<file path="src/rtl/bp_fe_dual_issue_queue.sv">
// Dual-issue FE queue: circular buffer filled one packet per cycle by FE fetch,
// presenting up to the two oldest packets per cycle to the BE scheduler.
module bp_fe_dual_issue_queue #(
   parameter int fe_queue_width_p = 128,
   parameter int els_p            = 8
) (
   input  logic                              clk_i,
   input  logic                              reset_n_i,
   input  logic [fe_queue_width_p-1:0]       enq_pkt_i,
   input  logic                              enq_solo_i,
   input  logic                              enq_v_i,
   output logic                              enq_ready_o,
   input  logic                              flush_i,
   output logic [fe_queue_width_p-1:0]       fe_queue1_o,
   output logic [fe_queue_width_p-1:0]       fe_queue2_o,
   output logic                              fe_queue_v1_o,
   output logic                              fe_queue_v2_o,
   input  logic                              fe_queue_ready_i,
   output logic [$clog2(els_p+1)-1:0]        count_o
);

   localparam int ptr_w = $clog2(els_p);
   localparam int cnt_w = $clog2(els_p+1);

   // Handshakes: an enqueue is taken when enq_v_i & enq_ready_o (unless flushed);
   // every slot presented valid is consumed when fe_queue_ready_i is high.
   logic [fe_queue_width_p-1:0] pkt_mem [els_p];
   logic [els_p-1:0]            solo_mem;

   logic [ptr_w-1:0] rptr, wptr, rptr_p1;
   logic [cnt_w-1:0] count, count_next;
   logic             acc_enq;
   logic [1:0]       ndeq;

   assign rptr_p1       = rptr + ptr_w'(1);
   assign enq_ready_o   = (count != cnt_w'(els_p));
   assign fe_queue_v1_o = (count != '0);
   // A solo entry in either head position keeps slot 2 empty.
   assign fe_queue_v2_o = (count >= cnt_w'(2)) & ~solo_mem[rptr] & ~solo_mem[rptr_p1];
   assign fe_queue1_o   = pkt_mem[rptr];
   assign fe_queue2_o   = pkt_mem[rptr_p1];
   assign count_o       = count;

   assign acc_enq    = enq_v_i & enq_ready_o;
   assign ndeq       = fe_queue_ready_i ? ({1'b0, fe_queue_v1_o} + {1'b0, fe_queue_v2_o}) : 2'd0;
   assign count_next = count + cnt_w'(acc_enq) - cnt_w'(ndeq);

   always_ff @(posedge clk_i or negedge reset_n_i) begin
      if (!reset_n_i) begin
         rptr  <= '0;
         wptr  <= '0;
         count <= '0;
      end else if (flush_i) begin
         rptr  <= '0;
         wptr  <= '0;
         count <= '0;
      end else begin
         rptr  <= rptr + ptr_w'(ndeq);
         if (acc_enq) wptr <= wptr + ptr_w'(1);
         count <= count_next;
      end
   end

   // Storage is left unreset; outputs are only meaningful under their valids.
   always_ff @(posedge clk_i) begin
      if (acc_enq && !flush_i) begin
         pkt_mem[wptr]  <= enq_pkt_i;
         solo_mem[wptr] <= enq_solo_i;
      end
   end

endmodule
</file>
<file path="config.mk">
export PLATFORM = sky130hd
export DESIGN_NAME = bp_fe_dual_issue_queue
export DESIGN_NICKNAME = d
export VERILOG_FILES = /design/src/rtl/bp_fe_dual_issue_queue.sv
export SDC_FILE = /design/constraint.sdc
export NUM_CORES = 1
export LEC_CHECK = 0
export ABC_AREA = 1
export BUFFER_PORTS_ARGS = -buffer_cell sky130_fd_sc_hd__clkbuf_2
export CORE_UTILIZATION = 35
export DETAILED_ROUTE_END_ITERATION = 10
export PLACE_DENSITY_LB_ADDON = 0.25
export SLEW_MARGIN = 20
export SYNTH_ARGS = -nofsm -noshare
export SYNTH_HDL_FRONTEND = slang
export SYNTH_SLANG_ARGS = --single-unit
</file>
<file path="constraint.sdc">
create_clock -name clk_i -period 7.8 [get_ports clk_i]
set_input_delay 1.95 -clock clk_i [delete_from_list [all_inputs] [get_ports clk_i]]
set_output_delay 1.95 -clock clk_i [all_outputs]
set_load 0.03 [all_outputs]
</file>
; After elaboration in Yosys (flattened, before gate mapping)
; Memory sizes are Yosys's and may differ from the RTL's.
; Cells that the tools add are included.
[word_totals]
mem_bits_rw = 1024
out_inout_bits = 263
memories = 1
register_bits = 18
elab_cells = 41
[mem_list]
columns = name, words, width, rd, rd_ports_with_merged_regs, write_ports, line_no
row1 = pkt_mem, 8, 128, 2, 0, 1, 27  ; logic [fe_queue_width_p-1:0] pkt_mem [els_p];
[classes]
n_reduce_logical = 5
n_addsub = 6
magnitude_cmp = 5
mux = 14
n_eq_ne = 1
bitwise = 5
[op_table]
columns = operator, count
row1 = 3-bit by 4-bit < comparator with 1-bit output (second input constant), 3
row2 = 3-bit two-way mux, 3
row3 = 8-bit bitwise mux, 1
row4 = 3-bit by 1-bit adder with 3-bit output (second input constant), 2
row5 = 1-bit binary-select mux with 3-bit select, 2
row6 = 1-bit two-way mux, 5
row7 = 4-bit by 1-bit adder with 4-bit output, 1
row8 = 4-bit by 2-bit greater-or-equal comparator with 1-bit output (second input constant), 1
row9 = 4-bit two-way mux, 1
row10 = 4-bit != test (second input constant), 1
row11 = 4-bit nonzero test, 1
row12 = 4-bit by 2-bit subtractor with 4-bit output, 1
row13 = 3-bit by 2-bit adder with 3-bit output, 1
row14 = 1-bit AND, 3
row15 = 1-bit demux with 3-bit select, 1
row16 = 3-bit by 1-bit greater-or-equal comparator with 1-bit output (second input constant), 1
row17 = 1-bit by 1-bit adder with 2-bit output, 1
row18 = 1-bit logical AND, 2
row19 = 2-bit two-way mux, 1
row20 = 1-bit inverter, 2
row21 = 2-bit nonzero test, 1
row22 = 1-bit logical NOT, 1

; Depth between registers and ports, before layout
; Gate-level depths: netlist of the first run.
[depth]
word_depth = 9
mapped_depth = 22

; Least setup slack after synthesis of the first run
; No wires, ideal clock.
[synth_path]
kind = input port to flip-flop
startpoint = input port enq_v_i
endpoint = memory pkt_mem[0][0], enable pin
path_stages = 4
setup_time_ns = 0.619
t_arrival_ns = 7.682
required_time_ns = 7.181
slack_ns = -0.501
path_cell_list = nand2_1 nor2_1 nand2_1 nor2_1
[synth_via]
elab_chain_len = 4
[synth_lines]
columns = item, line_no
row1 = start: declaration, 11  ; input logic enq_v_i,
row2 = 1-bit AND, 44  ; assign acc_enq = enq_v_i & enq_ready_o;
row3 = 1-bit logical AND, 66  ; if (acc_enq && !flush_i) begin
row4 = 1-bit two-way mux, 66
row5 = 1-bit two-way mux (not written as such), 67  ; pkt_mem[wptr] <= enq_pkt_i;
row6 = end: declaration, 27
; Every way passes these cells.

; Final worst setup path of the first run
[layout_path]
startpoint = register rptr[2]
endpoint = output port fe_queue2_o[47]
[layout_via]
elab_chain_len = 2
[layout_lines]
columns = item, line_no
row1 = start: declaration, 30  ; logic [ptr_w-1:0] rptr, wptr, rptr_p1;
row2 = start signal: assignment, 58  ; rptr <= rptr + ptr_w'(ndeq);
row3 = 3-bit by 1-bit adder with 3-bit output, 35  ; assign rptr_p1 = rptr + ptr_w'(1);
row4 = memory 8 x 128 bit, --
row5 = end: declaration, 15  ; output logic [fe_queue_width_p-1:0] fe_queue2_o,
; Every way passes these cells.

==> results of run 1 <==
-- final cells by class --
| cell class | count | area [sq um] | share of cell area |
|---|---|---|---|
| clock inverter | 53 | 423 | 0.00727 |
| clock buffer | 164 | 3170 | 0.0544 |
| antenna | 6 | 15.0 | 0.000258 |
| timing repair buffer | 452 | 2640 | 0.0454 |
| sequential | 1042 | 31300 | 0.537 |
| multi-input combinational | 3419 | 16200 | 0.279 |
| tap | 1917 | 2400 | 0.0412 |
| inverter | 537 | 2050 | 0.0352 |
-- worst min path at each step --
stage	depth (start not counted)	slack, ps	to
floorplan	2	550	wptr[0]$_DFFE_PN0P_
global placement	2	580	wptr[0]$_DFFE_PN0P_
detailed placement	2	600	wptr[0]$_DFFE_PN0P_
CTS	2	610	wptr[0]$_DFFE_PN0P_
global route	2	660	wptr[1]$_DFFE_PN0P_
finish	2	620	wptr[0]$_DFFE_PN0P_
-- layer usage --
metal / routed length (um) / track usage / vias up
li1: - / - / 18924
met1: 64500 / 0.254 / 19152
met2: 74500 / 0.346 / 1232
met3: 10300 / 0.0359 / 238
met4: 4200 / 0.0725 / 14
met5: 92 / 0 / -
-- registers in the layout, summed over array words and instances, names as in the netlist --
signal and flops:
solo_mem 8, wptr 3, pkt_mem 1024, rptr 3
count_o 4
-- cell families (layout without fill, tap and decap cells) --
logic type,Yosys count,after routing,share of synthesized area
other cells,0,6,0
simple gates,1606,1606,0.118
fa+ha+maj,13,13,0.00346
flops,1042,1042,0.608
buf+inv,937,1206,0.0779
compound gates,1798,1798,0.192
xor+xnor,2,2,0.000341
-- cells in the final DEF, fill, tap and decap left out, types with 10 or more instances in the layout --
cell / synthesis / final
buf_12: 0 / 19
o211ai_1: 128 / 128
o21ai_1: 266 / 266
clkbuf_1: 226 / 42
a21oi_2: 109 / 109
inv_1: 534 / 532
clkbuf_2: 0 / 396
nor2_1: 273 / 265
clkbuf_16: 0 / 118
nand3_1: 16 / 16
clkinv_1: 0 / 26
ha_1: 11 / 10
clkinv_2: 0 / 15
buf_4: 13 / 37
edfxtp_1: 1032 / 1032
a21oi_1: 533 / 533
nand2_1: 1316 / 1315
o22ai_1: 128 / 128
o21ai_0: 634 / 634
-- critical path, delay by kind of cell, from the launching register on --
kind | cells | cell delay [ps]
buffers and inverters | 4 | 2090
flip-flops | 1 | 890
AND/OR/NAND/NOR | 4 | 870
-- metrics by stage --
stage                     instance area [sq um]  power, mW
after global routing                      58200       25.6
after detailed placement                  54500       19.0
final                                     58200       24.0
after global placement                    54500       19.0
after CTS                                 58100       24.3
after floorplan                           51400       15.3
-- power breakdown --
group	switching (mW)	total, mW	internal [mW]
Sequential	0.133	6.49	6.36
Combinational	9.09	12.4	3.27
Clock	2.23	5.18	2.95
Total	11.5	24.0	12.6
==> flow_metrics.tcl, run 1 <==
set metrics [dict create \
    antenna_found_initial 13 \
    numCtsBuffers 116 \
    max_slew.worst_pin.slew_ps 1170 \
    wirelength_mm 154 \
    drc 0 \
    syn_inst 5398 \
    yosys-top-cells-count "1316 x nand2_1, 1032 x edfxtp_1, 634 x o21ai_0, 534 x inv_1, 533 x a21oi_1" \
    status "completed" \
    synth_seq_cells 1042 \
    period_share 0.860 \
    power_density_nw_per_um2 413 \
    post_synth.cell_area_avg_sq_um 9.52 \
    core_area_sq_um 146000 \
    gr-total-overflow 0 \
    crit_type "reg2out" \
    timing.hold.ws_ps 619 \
    finalSetupViolations 0 \
    place_ws_ps 1780 \
    fmax_mhz 149 \
    r2r_setup_slack_ps 2540 \
    viasPerCell 5.21 \
    grt_pass1_wl_mm 226 \
    areaGrowthSynthToFinish_pct 13.2 \
    io_buffers 396 \
    ir_worst_vdd_mv 0.317 \
    hp-start "wptr[0]$_DFFE_PN0P_" \
    finalSetupTns_ps 0 \
    num_io_pins 397 \
    crit_fanout 62 \
    critPathLaunchType "register" \
    utilization 0.399 \
    yosys_warnings 0 \
    synthArstFlopShare 0.00960 \
    fin_skew_ps 23.9 \
    clockRootBuffer "clkbuf_16" \
    setup_ws_ps 1090 \
    cts-resized-gates 0 \
    wl_per_cell_um 20.2 \
    initial_utilization 0.353 \
    dp.cells 7367 \
    synth_ff_type "edfxtp_1" \
    clock_latency_ps 750 \
    yosysTopAreaCell "edfxtp_1" \
    crit_slowest_cell "dfrtp_4" \
    grt_pass1_vias 37294 \
    syn_nets 5545 \
    drive_gt1_frac 0.128 \
    layout.nets 5715 \
    instances_no_fill 7590 \
    fp-row-count 140 \
    p_leak_nw 22.7 \
    crit_arrival_ps 4760 \
    relSlewSlack 0.219 \
    r2r-end "count_o[2]$_DFF_PN0_" \
    die_h_um 385 \
    synth_edf_count 1032 \
    path_clk_slew_ps 60 \
    seq_area_frac_synth 0.608 \
    n_fill_cell 14198 \
    grt.total_usage 0.202 \
    endpoint "fe_queue2_o[47]" \
    post_cts_buffers 0 \
    cp.required_ps 5850 \
    synth_top_area_frac 0.603 \
    min_period_ps 6710 \
    ant_nets 0 \
    place_congestion 0.776 \
    hold_path_class "reg2reg" \
    synth.most_common_cell "nand2_1" \
    cts_tree "done" \
    initialDrtViolationCount 2978 \
    cpPeakStageDelay_ps 890 \
    clock_sinks 1042 \
    dieArea_sq_um 148000 \
    yosys-top-cells-area "edfxtp_1 60%, nand2_1 9.6%, o21ai_0 6.2%" \
    reg2reg_depth 16 \
    path_cells "inv_6 > nand2_1 > nand2_4 > inv_6 > buf_4 > nand2_1 > nand2_1 > clkbuf_2" \
    grt_max_degree 243 \
    max_cap_viol_count 0 \
    clockBufferDepth 3 \
    hold_violations 0 \
    ys_types 23 \
    syn-cell-area_sq_um 51400 \
    vias 39560 \
    postCtsHoldBufs 0 \
    rsz0062_at_grt "no" \
    first_pass_iters 6 \
    die_x_um 385 \
    htreeDepth 3 \
    dp_hpwl_mm 80.7 \
    reg2reg_from "rptr[2]$_DFF_PN0_" \
    slew_violations 0 \
    critPathCaptureType "output port" \
    cp-startpoint "rptr[2]$_DFF_PN0_" \
    cp_common_cell "nand2_1" \
]
Note: power is estimated with default switching activity, not from simulation.
==> run 2: changes to the inputs <==
- SETUP_SLACK_MARGIN: unset -> 0.4
- clock period: 7.8 -> 6.1 ns (I/O delays scaled with it)
==> run 2 against run 1 <==
Compared with the run above:
- flip-flop and latch count unchanged
- power increased by 31%
- utilization increased by 0.47 points
- hold slack got worse by 19 ps
- sequential share of layout area decreased by 0.63 points
- clock skew increased by 4.2 ps
- cell area increased by 1.2%
- count of clock-buffer cells in the layout decreased by 15
- wire length increased by 0.57%
- final cell count increased by 0.29%
- non-clock buffer count increased by 17
- via count increased by 0.25%
- critical endpoint is now fe_queue2_o[5]
==> flow_metrics.tcl, run 2 (same netlist as run 1, synthesis figures left out) <==
set metrics [dict create \
    cts-resized-gates 0 \
    num_io_pins 397 \
    reg2reg_from "rptr[1]$_DFF_PN0_" \
    dpl_cell_area_sq_um 54800 \
    rsz0062_at_grt "no" \
    first_pass_iters 6 \
    areaGrowthSynthToFinish_pct 14.5 \
    fp-row-count 140 \
    cp.required_ps 4580 \
    multi_input_area_sq_um 16200 \
    core_area_sq_um 146000 \
    ir_worst_vdd_mv 0.642 \
    fin_skew_ps 28.1 \
    vias 39658 \
    path_cells "ha_4 > inv_8 > buf_4 > a21oi_1 > o21ai_1 > nand2_1 > nand2_1 > nand2_1 > clkbuf_2" \
    layout.nets 5734 \
    place_congestion 0.807 \
    critPathCaptureType "output port" \
    cp_common_cell "nand2_1" \
    initial_utilization 0.353 \
    min_period_ps 5340 \
    power_density_nw_per_um2 535 \
    final_area_sq_um 58800 \
    antenna_found_initial 17 \
    period_share 0.876 \
    finalSetupViolations 0 \
    clock_latency_ps 740 \
    die_x_um 385 \
    initialDrtViolationCount 3178 \
    min_to "wptr[0]$_DFFE_PN0P_" \
    grt.busiest_layer "met2" \
    crit_slowest_cell "dfrtp_4" \
    timing.hold.ws_ps 601 \
    cpPeakStageDelay_ps 970 \
    postCtsHoldBufs 0 \
    status "completed" \
    max_cap_viol_count 0 \
    path_clk_slew_ps 60 \
    p_leak_nw 23.0 \
    crit_fanout 69 \
    use_met2 0.342 \
    die_h_um 385 \
    place_ws_ps 1490 \
    slew_violations 0 \
    final_common_cell "nand2_1" \
    dp_hpwl_mm 82.1 \
    r2r-end "count_o[2]$_DFF_PN0_" \
    grt_max_degree 249 \
    largest_reg_flops 1024 \
    mostFrequentLayoutCells "1315 x nand2_1, 1032 x edfxtp_1, 634 x o21ai_0, 533 x a21oi_1, 532 x inv_1" \
    n_fill_cell 14086 \
    crit_cells 9 \
    clockRootBuffer "clkbuf_16" \
    min_path_cells 2 \
    register_area_sq_um 31300 \
    drc 0 \
    crit_type "reg2out" \
    gr-total-overflow 0 \
    grtUsageMet1 0.257 \
    clock_sinks 1042 \
    grt_pass1_vias 38188 \
    crit_arrival_ps 3820 \
    cts_tree "done" \
    drive_gt1_frac 0.135 \
    io_buffers 396 \
    clockBufferDepth 3 \
    grt.total_usage 0.203 \
    critPathLaunchType "register" \
    grt_pass1_wl_mm 229 \
    hold_path_class "reg2reg" \
    hp-start "wptr[0]$_DFFE_PN0P_" \
    dieArea_sq_um 148000 \
    fmax_mhz 187 \
    relSlewSlack 0.234 \
    post_cts_buffers 0 \
    top_register "pkt_mem" \
    setup_ws_ps 757 \
    hold_violations 0 \
    ant_nets 0 \
    critPathBufInv 3 \
    reg2reg_depth 16 \
    finalSetupTns_ps 0 \
    max_slew.worst_pin.slew_ps 1150 \
    wirelength_mm 154 \
    met3_usage 0.0378 \
    wl_per_cell_um 20.3 \
    r2r_setup_slack_ps 1720 \
    utilization 0.404 \
    crit_family "buffers and inverters" \
    numCtsBuffers 118 \
    viasPerCell 5.21 \
    htreeDepth 3 \
]
==> run 2: cell count changes in the layout (fill, tap and decap cells not counted), sizes merged <==
cell      change
diode         +1
clkinvlp      +7
clkinv        +2
bufinv       +10
clkbuf       -15
buf          +17
==> run 2: cell type report <==
class	instances	area share
Timing Repair Buffer	469	0.0501
Tap cell	1917	0.0408
Sequential cell	1042	0.531
Inverter	537	0.0348
Antenna cell	7	0.000298
Multi-Input combinational cell	3419	0.276
Clock buffer	149	0.0543
Clock inverter	72	0.0132
==> run 2: report_power, final <==
part           switching, mW  internal (mW)
Sequential             0.220           8.13
Clock                   2.97           4.29
Combinational           11.6           4.28
==> run 2: tightest hold or removal path, stage by stage, from the launching register on <==
cell and delay (ps):
dfrtp_1 390, inv_1 70, o21ai_0 90
==> run 2: metal layers <==
| metal | up-vias | share of wire |
|---|---|---|
| li1 | 18964 | - |
| met1 | 19158 | 0.42 |
| met2 | 1240 | 0.48 |
| met3 | 274 | 0.067 |
| met4 | 22 | 0.030 |
| met5 | - | 0.00095 |
==> run 2: per-stage QoR <==
stage,total power [mW],std cells
floorplan,19.6,5398
global placement,24.3,7383
detailed placement,24.4,7383
CTS,31.7,7604
global route,33.5,7610
finish,31.5,7612
==> run 2: worst max-delay path by stage <==
stage,startpoint,endpoint,slack [ps]
3_5_place_dp,rptr[1]$_DFF_PN0_,fe_queue2_o[5],1490
6_report,rptr[1]$_DFF_PN0_,fe_queue2_o[5],760
3_3_place_gp,rptr[1]$_DFF_PN0_,fe_queue2_o[5],1470
2_1_floorplan,enq_v_i,pkt_mem[0][0]$_DFFE_PP_,-1780
4_1_cts,rptr[1]$_DFF_PN0_,fe_queue2_o[5],650
5_1_grt,rptr[1]$_DFF_PN0_,fe_queue2_o[14],530
